### src/rtl/entity_slot_scheduler_if.sv
// Requester-side write bus of the entity slot scheduler: three parallel
// valid/ready channels, each carrying a 4-bit slot index and an 18-bit entity word.
interface entity_slot_scheduler_if;
    logic [2:0]  req_valid;
    logic [11:0] req_slot_flat;
    logic [53:0] req_data_flat;
    logic [2:0]  req_ready;

    modport master (
        output req_valid,
        output req_slot_flat,
        output req_data_flat,
        input  req_ready
    );

    modport slave (
        input  req_valid,
        input  req_slot_flat,
        input  req_data_flat,
        output req_ready
    );
endinterface

### src/rtl/entity_slot_scheduler.sv
// Round-robin arbiter for three entity-update requesters. Accepted writes land in a
// shadow slot array, which is copied to the live slots once per frame at COMMIT_LINE
// so the PPU never observes a partially updated scene.
module entity_slot_scheduler #(
    parameter int unsigned COMMIT_LINE = 480,
    parameter logic [17:0] UNUSED_WORD = 18'h3F000
) (
    input  logic                          clk,
    input  logic                          reset_n,
    input  logic [9:0]                    counter_V,
    input  logic                          clear_all,
    entity_slot_scheduler_if.slave        req,
    output logic [269:0]                  slots_flat,
    output logic                          frame_tick,
    output logic                          dirty,
    output logic                          slot_err
);
    localparam logic [9:0] CommitLine = 10'(COMMIT_LINE);

    logic [17:0] shadow_q [15];
    logic [17:0] shadow_d [15];
    logic [17:0] live_q [15];
    logic [17:0] live_d [15];
    logic [1:0]  rr_ptr_q, rr_ptr_d;
    logic [9:0]  prev_v_q, prev_v_d;
    logic        dirty_q, dirty_d;
    logic        slot_err_q, slot_err_d;
    logic        frame_tick_q, frame_tick_d;

    logic        commit_ev;
    logic [2:0]  grant;
    logic [1:0]  grant_idx;
    logic [3:0]  w_slot;
    logic [17:0] w_data;

    // Commit fires on the first cycle counter_V reads the commit line.
    assign commit_ev = (counter_V == CommitLine) && (prev_v_q != CommitLine);

    // Rotating-priority grant; scanning from the lowest priority up lets the
    // highest-priority valid requester overwrite earlier picks.
    always_comb begin
        logic [2:0] s;
        logic [1:0] p;
        grant     = '0;
        grant_idx = '0;
        s         = '0;
        p         = '0;
        for (int k = 2; k >= 0; k--) begin
            s = {1'b0, rr_ptr_q} + 3'(k);
            if (s >= 3'd3) s = s - 3'd3;
            p = s[1:0];
            if (req.req_valid[p]) begin
                grant     = 3'b001 << p;
                grant_idx = p;
            end
        end
        // Commit and clear cycles own the shadow array, so no write may land then.
        if (commit_ev || clear_all || !reset_n) grant = '0;
    end

    assign req.req_ready = grant;

    // Select the granted requester's slot index and data word.
    always_comb begin
        case (grant_idx)
            2'd1: begin
                w_slot = req.req_slot_flat[7:4];
                w_data = req.req_data_flat[35:18];
            end
            2'd2: begin
                w_slot = req.req_slot_flat[11:8];
                w_data = req.req_data_flat[53:36];
            end
            default: begin
                w_slot = req.req_slot_flat[3:0];
                w_data = req.req_data_flat[17:0];
            end
        endcase
    end

    // Next state: commit reads the pre-clear shadow, then clear, then any write.
    always_comb begin
        shadow_d     = shadow_q;
        live_d       = live_q;
        rr_ptr_d     = rr_ptr_q;
        dirty_d      = dirty_q;
        slot_err_d   = slot_err_q;
        prev_v_d     = counter_V;
        frame_tick_d = commit_ev;
        if (commit_ev) begin
            if (dirty_q) live_d = shadow_q;
            dirty_d = 1'b0;
        end
        if (clear_all) begin
            for (int k = 0; k < 15; k++) shadow_d[k] = UNUSED_WORD;
            dirty_d = 1'b1;
        end
        if (|grant) begin
            rr_ptr_d = (grant_idx == 2'd2) ? 2'd0 : grant_idx + 2'd1;
            if (w_slot == 4'hF) begin
                // Slot 15 is not a real slot: accept, drop the data, flag it.
                slot_err_d = 1'b1;
            end else begin
                for (int k = 0; k < 15; k++) begin
                    if (w_slot == 4'(k)) shadow_d[k] = w_data;
                end
                dirty_d = 1'b1;
            end
        end
    end

    // State registers with asynchronous active-low reset.
    always_ff @(posedge clk or negedge reset_n) begin
        if (!reset_n) begin
            for (int k = 0; k < 15; k++) begin
                shadow_q[k] <= UNUSED_WORD;
                live_q[k]   <= UNUSED_WORD;
            end
            rr_ptr_q     <= 2'd0;
            prev_v_q     <= 10'd0;
            dirty_q      <= 1'b0;
            slot_err_q   <= 1'b0;
            frame_tick_q <= 1'b0;
        end else begin
            shadow_q     <= shadow_d;
            live_q       <= live_d;
            rr_ptr_q     <= rr_ptr_d;
            prev_v_q     <= prev_v_d;
            dirty_q      <= dirty_d;
            slot_err_q   <= slot_err_d;
            frame_tick_q <= frame_tick_d;
        end
    end

    // Flatten the live array onto the output bus.
    always_comb begin
        slots_flat = '0;
        for (int k = 0; k < 15; k++) slots_flat[18*k +: 18] = live_q[k];
    end

    assign frame_tick = frame_tick_q;
    assign dirty      = dirty_q;
    assign slot_err   = slot_err_q;
endmodule

### src/flat_wrapper.sv
// flat-port wrapper written by rule: the top's interface ports become plain ports
module entity_slot_scheduler_flat 
#(
    parameter int unsigned COMMIT_LINE = 480,
    parameter logic [17:0] UNUSED_WORD = 18'h3F000
)
  (clk, reset_n, counter_V, clear_all, slots_flat, frame_tick, dirty, slot_err, req_req_valid, req_req_slot_flat, req_req_data_flat, req_req_ready);
  entity_slot_scheduler_if req_i ();
  input  logic clk;
  input  logic reset_n;
  input  logic [9:0] counter_V;
  input  logic clear_all;
  output logic [269:0] slots_flat;
  output logic frame_tick;
  output logic dirty;
  output logic slot_err;
  input wire logic [$bits(req_i.req_valid)-1:0] req_req_valid;
  input wire logic [$bits(req_i.req_slot_flat)-1:0] req_req_slot_flat;
  input wire logic [$bits(req_i.req_data_flat)-1:0] req_req_data_flat;
  output wire logic [$bits(req_i.req_ready)-1:0] req_req_ready;
  assign req_i.req_valid = req_req_valid;
  assign req_i.req_slot_flat = req_req_slot_flat;
  assign req_i.req_data_flat = req_req_data_flat;
  assign req_req_ready = req_i.req_ready;
  entity_slot_scheduler #(.COMMIT_LINE(COMMIT_LINE), .UNUSED_WORD(UNUSED_WORD)) u_core (.clk(clk), .reset_n(reset_n), .counter_V(counter_V), .clear_all(clear_all), .req(req_i), .slots_flat(slots_flat), .frame_tick(frame_tick), .dirty(dirty), .slot_err(slot_err));
endmodule
### config.mk
export PLATFORM = sky130hd
export DESIGN_NAME = entity_slot_scheduler_flat
export DESIGN_NICKNAME = d
export VERILOG_FILES = /design/src/rtl/entity_slot_scheduler_if.sv /design/src/rtl/entity_slot_scheduler.sv /design/src/flat_wrapper.sv
export SDC_FILE = /design/constraint.sdc
export NUM_CORES = 1
export LEC_CHECK = 0
export BUFFER_PORTS_ARGS = -buffer_cell sky130_fd_sc_hd__clkbuf_2
export CAP_MARGIN = 20
export CORE_UTILIZATION = 40
export DETAILED_ROUTE_END_ITERATION = 7
export SKIP_CTS_REPAIR_TIMING = 1
export SYNTH_ARGS = -nofsm -noshare
export SYNTH_HDL_FRONTEND = slang
export SYNTH_SLANG_ARGS = --single-unit
### constraint.sdc
create_clock -name clk -period 7.7 [get_ports clk]
set_input_delay 1.54 -clock clk [delete_from_list [all_inputs] [get_ports clk]]
set_output_delay 1.54 -clock clk [all_outputs]
set_load 0.005 [all_outputs]
==> impl_metrics.yaml, run 1 <==
synth:
  synth_edf_count: 0
  ys.flop_type: "dfrtp_1"
  synth_cells: 1639
  postSynthAreaPerCell_sq_um: 14.1
  async_flop_share_pct: 100
  synth_nets: 1729
  synth-seq-cells: 555
  ys_types: 46
  synth_seq_area_share_pct: 61.2
  yosysWarningCount: 0
  synth_area_sq_um: 23100
die:
  die_y_um: 242
  initial_core_util_pct: 40.7
  pin_count: 358
  die_w_um: 242
  core-area_sq_um: 56700
  dieArea_sq_um: 58600
  row_count: 87
sta:
  tns_ps: 0
  timing.final.ws_setup_ps: 2640
  setup_viol: 0
  period_share_pct: 65.7
  fin_worst_skew_ps: 15.4
  worstMarginPinSlew_ps: 1550
  finalHoldViolCount: 0
  finalCriticalPeriod_ps: 5060
  max_freq_ghz: 0.198
  slew_violations: 48
  rsz0062_at_grt: "no"
  relSlewSlack_pct: -3.53
worst_setup_path:
  path_cells: "buf_8 -> nor3b_2 -> and3_1 -> clkbuf_2"
  worstPathMaxFanout: 99
  cp_top_family: "simple AND/OR/NAND/NOR gates"
  required_ps: 6160
  endpoint_kind: "output pin"
  crit_type: "input pin to output pin"
  crit_cells: 4
  startpoint: "reset_n"
  rr_worst_depth: 13
  path_buf_inv: 2
  critical_path.startpoint_type: "input pin"
  r2r-start: "u_core.rr_ptr_q[1]$_DFFE_PN0N_"
  arrival_ps: 3520
  critPathMaxStageDelay_ps: 980
  crit_slowest_cell: "nor3b_2"
layout:
  diodes: 0
  drive_above_1_share_pct: 37.9
  final_area_sq_um: 27600
  final_cells: 2781
  layout.nets: 2066
  area_delta_synth_final_pct: 19.6
global_route:
  grt_max_degree: 175
  grt_use_met1_pct: 28.8
  grtUsageTotal_pct: 20.3
  overflow: 0
  antenna_found_initial: 0
  grt_pass1_wl_um: 91400
  grt_pass1_vias: 14700
  grtUsageMet3_pct: 3.36
  grt-busiest-layer: "met2"
  gr-usage-met2_pct: 32.4
detailed_routing:
  post_drt_wl_per_cell_um: 21.3
  drt_pass1_iterations: 5
  avgViaCountPerCell: 5.03
  initialDrtViolationCount: 583
  drc: 0
  ant_nets: 0
  vias: 14000
  drt_wl_total_um: 59300
pwr:
  ir_worst_vdd_mv: 0.295
  power_leakage_nw: 15.2
  finalPower_mw: 8.84
  p_per_area_nw_per_um2: 320
clock_tree:
  clock_latency_ps: 610
  cts_root_buf: "clkbuf_16"
  clock_sinks: 555
  htreeDepth: 2
  cts_buffers: 59
  cts_tree: "built"
  cts.clk_slew.worst_paths_ps: 60
  ctsLongestPathBuffers: 3
outcome:
  status: "finished, violations left"
  failed_checks: "max-slew violations"
min_path:
  holdPathStages: 1
  min_from: "u_core.shadow_q[98]$_DFF_PN0_"
  min_path_type: "flop to flop"
run:
  max_cap_violations: 0
place:
  placed_cell_area_sq_um: 25500
  placed_cells: 2670
  port_buffers: 357
  dp_worst_setup_slack_ps: 2640
  routabilityCongestion: 0.796
  hpwl_um: 37300
final timing paths:
check | to | slack (ps)
setup / recovery | req_req_ready[1] | 2640
hold / removal | u_core.slots_flat[170]$_DFFE_PN0P_ | 480
setup reg to reg | u_core.shadow_q[80]$_DFF_PN0_ | 3420
hold reg to reg | u_core.slots_flat[170]$_DFFE_PN0P_ | 480
max in group asynchronous | u_core.slots_flat[9]$_DFFE_PN0P_ | 4400
min in group asynchronous | u_core.shadow_q[55]$_DFF_PN0_ | 970
worst register-to-register path, stage by stage, from the launching register on:
cell,delay (ps)
dfrtp_1,420
inv_1,100
ha_1,410
mux2i_1,310
nand4b_1,210
a21o_1,250
inv_1,90
ha_1,800
a22oi_1,190
a21oi_1,310
nor2b_1,350
nand4_1,180
buf_4,340
mux2i_1,180
logic make-up (layout without fill, tap and decap cells):
logic type	count (synthesis)	count (layout)	share of synthesized area, %
buffers and inverters	128	514	3.48
AND/OR/NAND/NOR	341	341	8.00
flip-flops	555	555	61.2
adder cells (fa/ha/maj)	8	8	0.434
AO/OA/AOI/OAI	63	63	1.84
multiplexers	544	544	25.1
state kept, by name, summed over array words and instances (netlist names):
signal             cells
u_core.slot_err        1
u_core.slots_flat    270
u_core.rr_ptr_q        2
u_core.shadow_q      270
u_core.prev_v_q       10
u_core.frame_tick      1
u_core.dirty           1
where the power goes:
part,switching (mW),internal (mW)
sequential,0.112,3.19
clock,1.16,1.86
combinational,1.87,0.662
total,3.13,5.71
Yosys cell counts, drive strengths merged (2+ instances only):
cell,number,area share (%)
dfrtp,375,41
mux2,272,13
mux2i,272,12
nand2b,183,5.0
dfstp,180,20
nor2,100,1.6
clkbuf,64,1.0
buf,57,2.3
nand2,23,0.37
a22oi,22,0.72
o21ai,20,0.43
nand4,15,0.41
ha,8,0.43
a21oi,7,0.15
inv,7,0.11
nor2b,4,0.11
a21o,3,0.098
and2,3,0.081
and2b,2,0.065
and4b,2,0.087
nand4b,2,0.076
nor4,2,0.054
o221ai,2,0.10
placed cells by master (no fill, tap or decap), types with 2 or more instances in the layout:
master / Yosys / routed
dfrtp_1: 375 / 375
clkbuf_2: 0 / 355
mux2i_1: 272 / 272
mux2_1: 202 / 202
nand2b_1: 183 / 183
dfstp_2: 180 / 180
nor2_1: 100 / 100
mux2_2: 70 / 70
clkbuf_16: 0 / 64
buf_4: 7 / 37
nand2_1: 23 / 22
a22oi_1: 22 / 22
clkbuf_8: 0 / 16
nand4_1: 15 / 15
o21ai_2: 0 / 12
clkinv_2: 0 / 11
clkbuf_1: 64 / 11
a21oi_1: 7 / 7
ha_1: 8 / 7
inv_1: 6 / 6
bufinv_16: 0 / 6
nor2b_1: 4 / 4
and2_1: 3 / 3
a21o_1: 3 / 3
o21ai_1: 18 / 3
o21ai_4: 0 / 3
and4b_1: 2 / 2
nor4_1: 2 / 2
nand4b_1: 2 / 2
and2b_1: 2 / 2
o21ai_0: 2 / 2
buf_12: 8 / 2
metrics by stage:
stage | hold WS, ps | util [%]
floorplan | 459 | -
global placement | 462 | 44.9
detailed placement | 469 | 44.9
CTS | 485 | 48.6
global route | 492 | 48.7
finish | 480 | 48.7
layer usage:
layer	vias to the layer above	part of all wire [%]	wire length, um
li1	6309	-	-
met5	-	0	0
met1	7258	47	27800
met2	341	47	27700
met3	87	4.2	2470
met4	0	2.2	1320
area by class of cell:
type	count	area (sq um)
clock buffer	91	1860
clock inverter	19	251
fill	4982	29100
inverter	7	26.3
multi-input combinational	956	8250
sequential	555	14100
tap	756	946
timing repair buffer	397	2150
(Power assumes the default switching activity.)
==> run 2: changes to the inputs <==
==> constraint.sdc (replaced) <==
create_clock -name clk -period 5.3 [get_ports clk]
set_input_delay 1.06 -clock clk [delete_from_list [all_inputs] [get_ports clk]]
set_output_delay 1.06 -clock clk [all_outputs]
set_load 0.005 [all_outputs]
==> run 2 against run 1 <==
The flow now finishes without violations. First-iteration DRC count up 29%. Core utilization down 0.17 points. Sequential share of layout area up 0.18 points. Count of clock-buffer cells in the layout down 4. Register-to-register slack worse by 2100 ps. Global-route usage up 0.65 points. Total power up 43%. Flip-flop and latch count unchanged. Combinational power up 49%. Critical endpoint is now u_core.shadow_q[94]$_DFF_PN0_.
==> impl_metrics.yaml, run 2 (synthesized netlist as in run 1, its figures left out) <==
detailed_routing:
  drc: 0
  initialDrtViolationCount: 750
  ant_nets: 0
  post_drt_wl_per_cell_um: 21.8
  drt_wl_total_um: 60600
  vias: 14000
  drt_pass1_iterations: 5
  avgViaCountPerCell: 5.02
layout:
  layout.nets: 2073
  seq_area_sq_um: 14100
  drive_above_1_share_pct: 37.7
  final_cell_mix: "dfrtp_1, clkbuf_2, mux2i_1, mux2_1, nand2b_1"
  fillers: 5052
  final_common_cell: "dfrtp_1"
  diodes: 0
  final_cells: 2786
  multiInputGateArea_sq_um: 8250
  area_delta_synth_final_pct: 19.2
sta:
  max_freq_ghz: 0.252
  period_share_pct: 75.0
  fin_worst_skew_ps: 9.98
  timing.final.ws_setup_ps: 1330
  relSlewSlack_pct: 26.7
  worstMarginPinSlew_ps: 1100
  finalCriticalPeriod_ps: 3970
  tns_ps: 0
  slew_violations: 0
  finalHoldViolCount: 0
  rsz0062_at_grt: "no"
  setup_viol: 0
die:
  core-area_sq_um: 56700
  row_count: 87
  pin_count: 358
  die_w_um: 242
  dieArea_sq_um: 58600
  die_y_um: 242
  initial_core_util_pct: 40.7
pwr:
  power_leakage_nw: 15.2
  ir_worst_vdd_mv: 0.615
  finalPower_mw: 12.7
  p_per_area_nw_per_um2: 461
worst_setup_path:
  required_ps: 5760
  arrival_ps: 4440
  endpoint_kind: "flop"
  worstPathMaxFanout: 22
  crit_type: "flop to flop"
  critical_path.startpoint_type: "flop"
place:
  placed_cells: 2677
  hpwl_um: 38400
  dp_worst_setup_slack_ps: 1060
  routabilityCongestion: 0.795
  port_buffers: 357
clock_tree:
  cts_buffers: 59
  htreeDepth: 2
  cts.clk_slew.worst_paths_ps: 60
  cts_root_buf: "clkbuf_16"
  cts_tree: "built"
  ctsLongestPathBuffers: 3
  clock_sinks: 555
  clock_latency_ps: 610
global_route:
  grt_max_degree: 184
  overflow: 0
  antenna_found_initial: 0
  grt_pass1_vias: 14800
  grtUsageTotal_pct: 21.0
  grt_pass1_wl_um: 94400
run:
  max_cap_violations: 0
outcome:
  status: "complete, no violations"
min_path:
  min_path_type: "input pin to asynchronous set/reset pin"
[run 2: cell types whose count changed in the layout (fill, tap and decap cells not counted), sizes merged]
cell	before	now
clkinvlp	1	2
inv	7	8
bufinv	6	4
clkbuf	446	442
buf	42	49
clkinv	12	14
[run 2: final cells by class]
class / instances / area share, %
clock buffer: 87 / 6.23
clock inverter: 21 / 0.842
inverter: 7 / 0.0955
multi-input combinational: 956 / 30.0
sequential: 555 / 51.3
tap: 756 / 3.44
timing repair buffer: 404 / 8.08
[run 2: worst paths after layout]
check,from,end,slack [ps],depth (start not counted)
worst max-delay path,u_core.rr_ptr_q[0]$_DFFE_PN0N_,u_core.shadow_q[94]$_DFF_PN0_,1330,14
worst min-delay path,reset_n,u_core.shadow_q[55]$_DFF_PN0_,370,1
worst max register to register,u_core.rr_ptr_q[0]$_DFFE_PN0N_,u_core.shadow_q[94]$_DFF_PN0_,1330,14
worst min register to register,u_core.shadow_q[11]$_DFF_PN0_,u_core.slots_flat[263]$_DFFE_PN0P_,480,1
max in group asynchronous,reset_n,u_core.shadow_q[188]$_DFF_PN0_,2740,3
min in group clk,u_core.shadow_q[11]$_DFF_PN0_,u_core.slots_flat[263]$_DFFE_PN0P_,480,1
[run 2: critical path: stages (launching register included)]
cell,delay (ps)
dfrtp_1,400
inv_1,80
ha_1,410
a21boi_1,230
o21ai_0,170
o311a_2,420
inv_2,80
ha_1,140
buf_4,270
a22oi_1,140
a21oi_1,270
nor2b_1,320
nand4_1,390
buf_4,370
mux2i_1,150
[run 2: metrics by stage]
stage | util (%) | hold WS [ps] | area (sq um)
floorplan | - | 459 | 23100
global placement | 45.0 | 462 | 25500
detailed placement | 45.0 | 468 | 25500
CTS | 48.5 | 375 | 27500
global route | 48.5 | 395 | 27500
finish | 48.5 | 369 | 27500
[run 2: where the power goes]
| part | switching [mW] | internal [mW] |
|---|---|---|
| Clock | 1.68 | 2.43 |
| Combinational | 2.76 | 1.01 |
| Sequential | 0.163 | 4.63 |
[run 2: per-layer routing]
layer | global-route usage, % | share of wire, %
met5 | 0 | 0
met2 | 33.5 | 47
met1 | 28.8 | 45
met3 | 5.46 | 6.1
met4 | 4.10 | 1.4
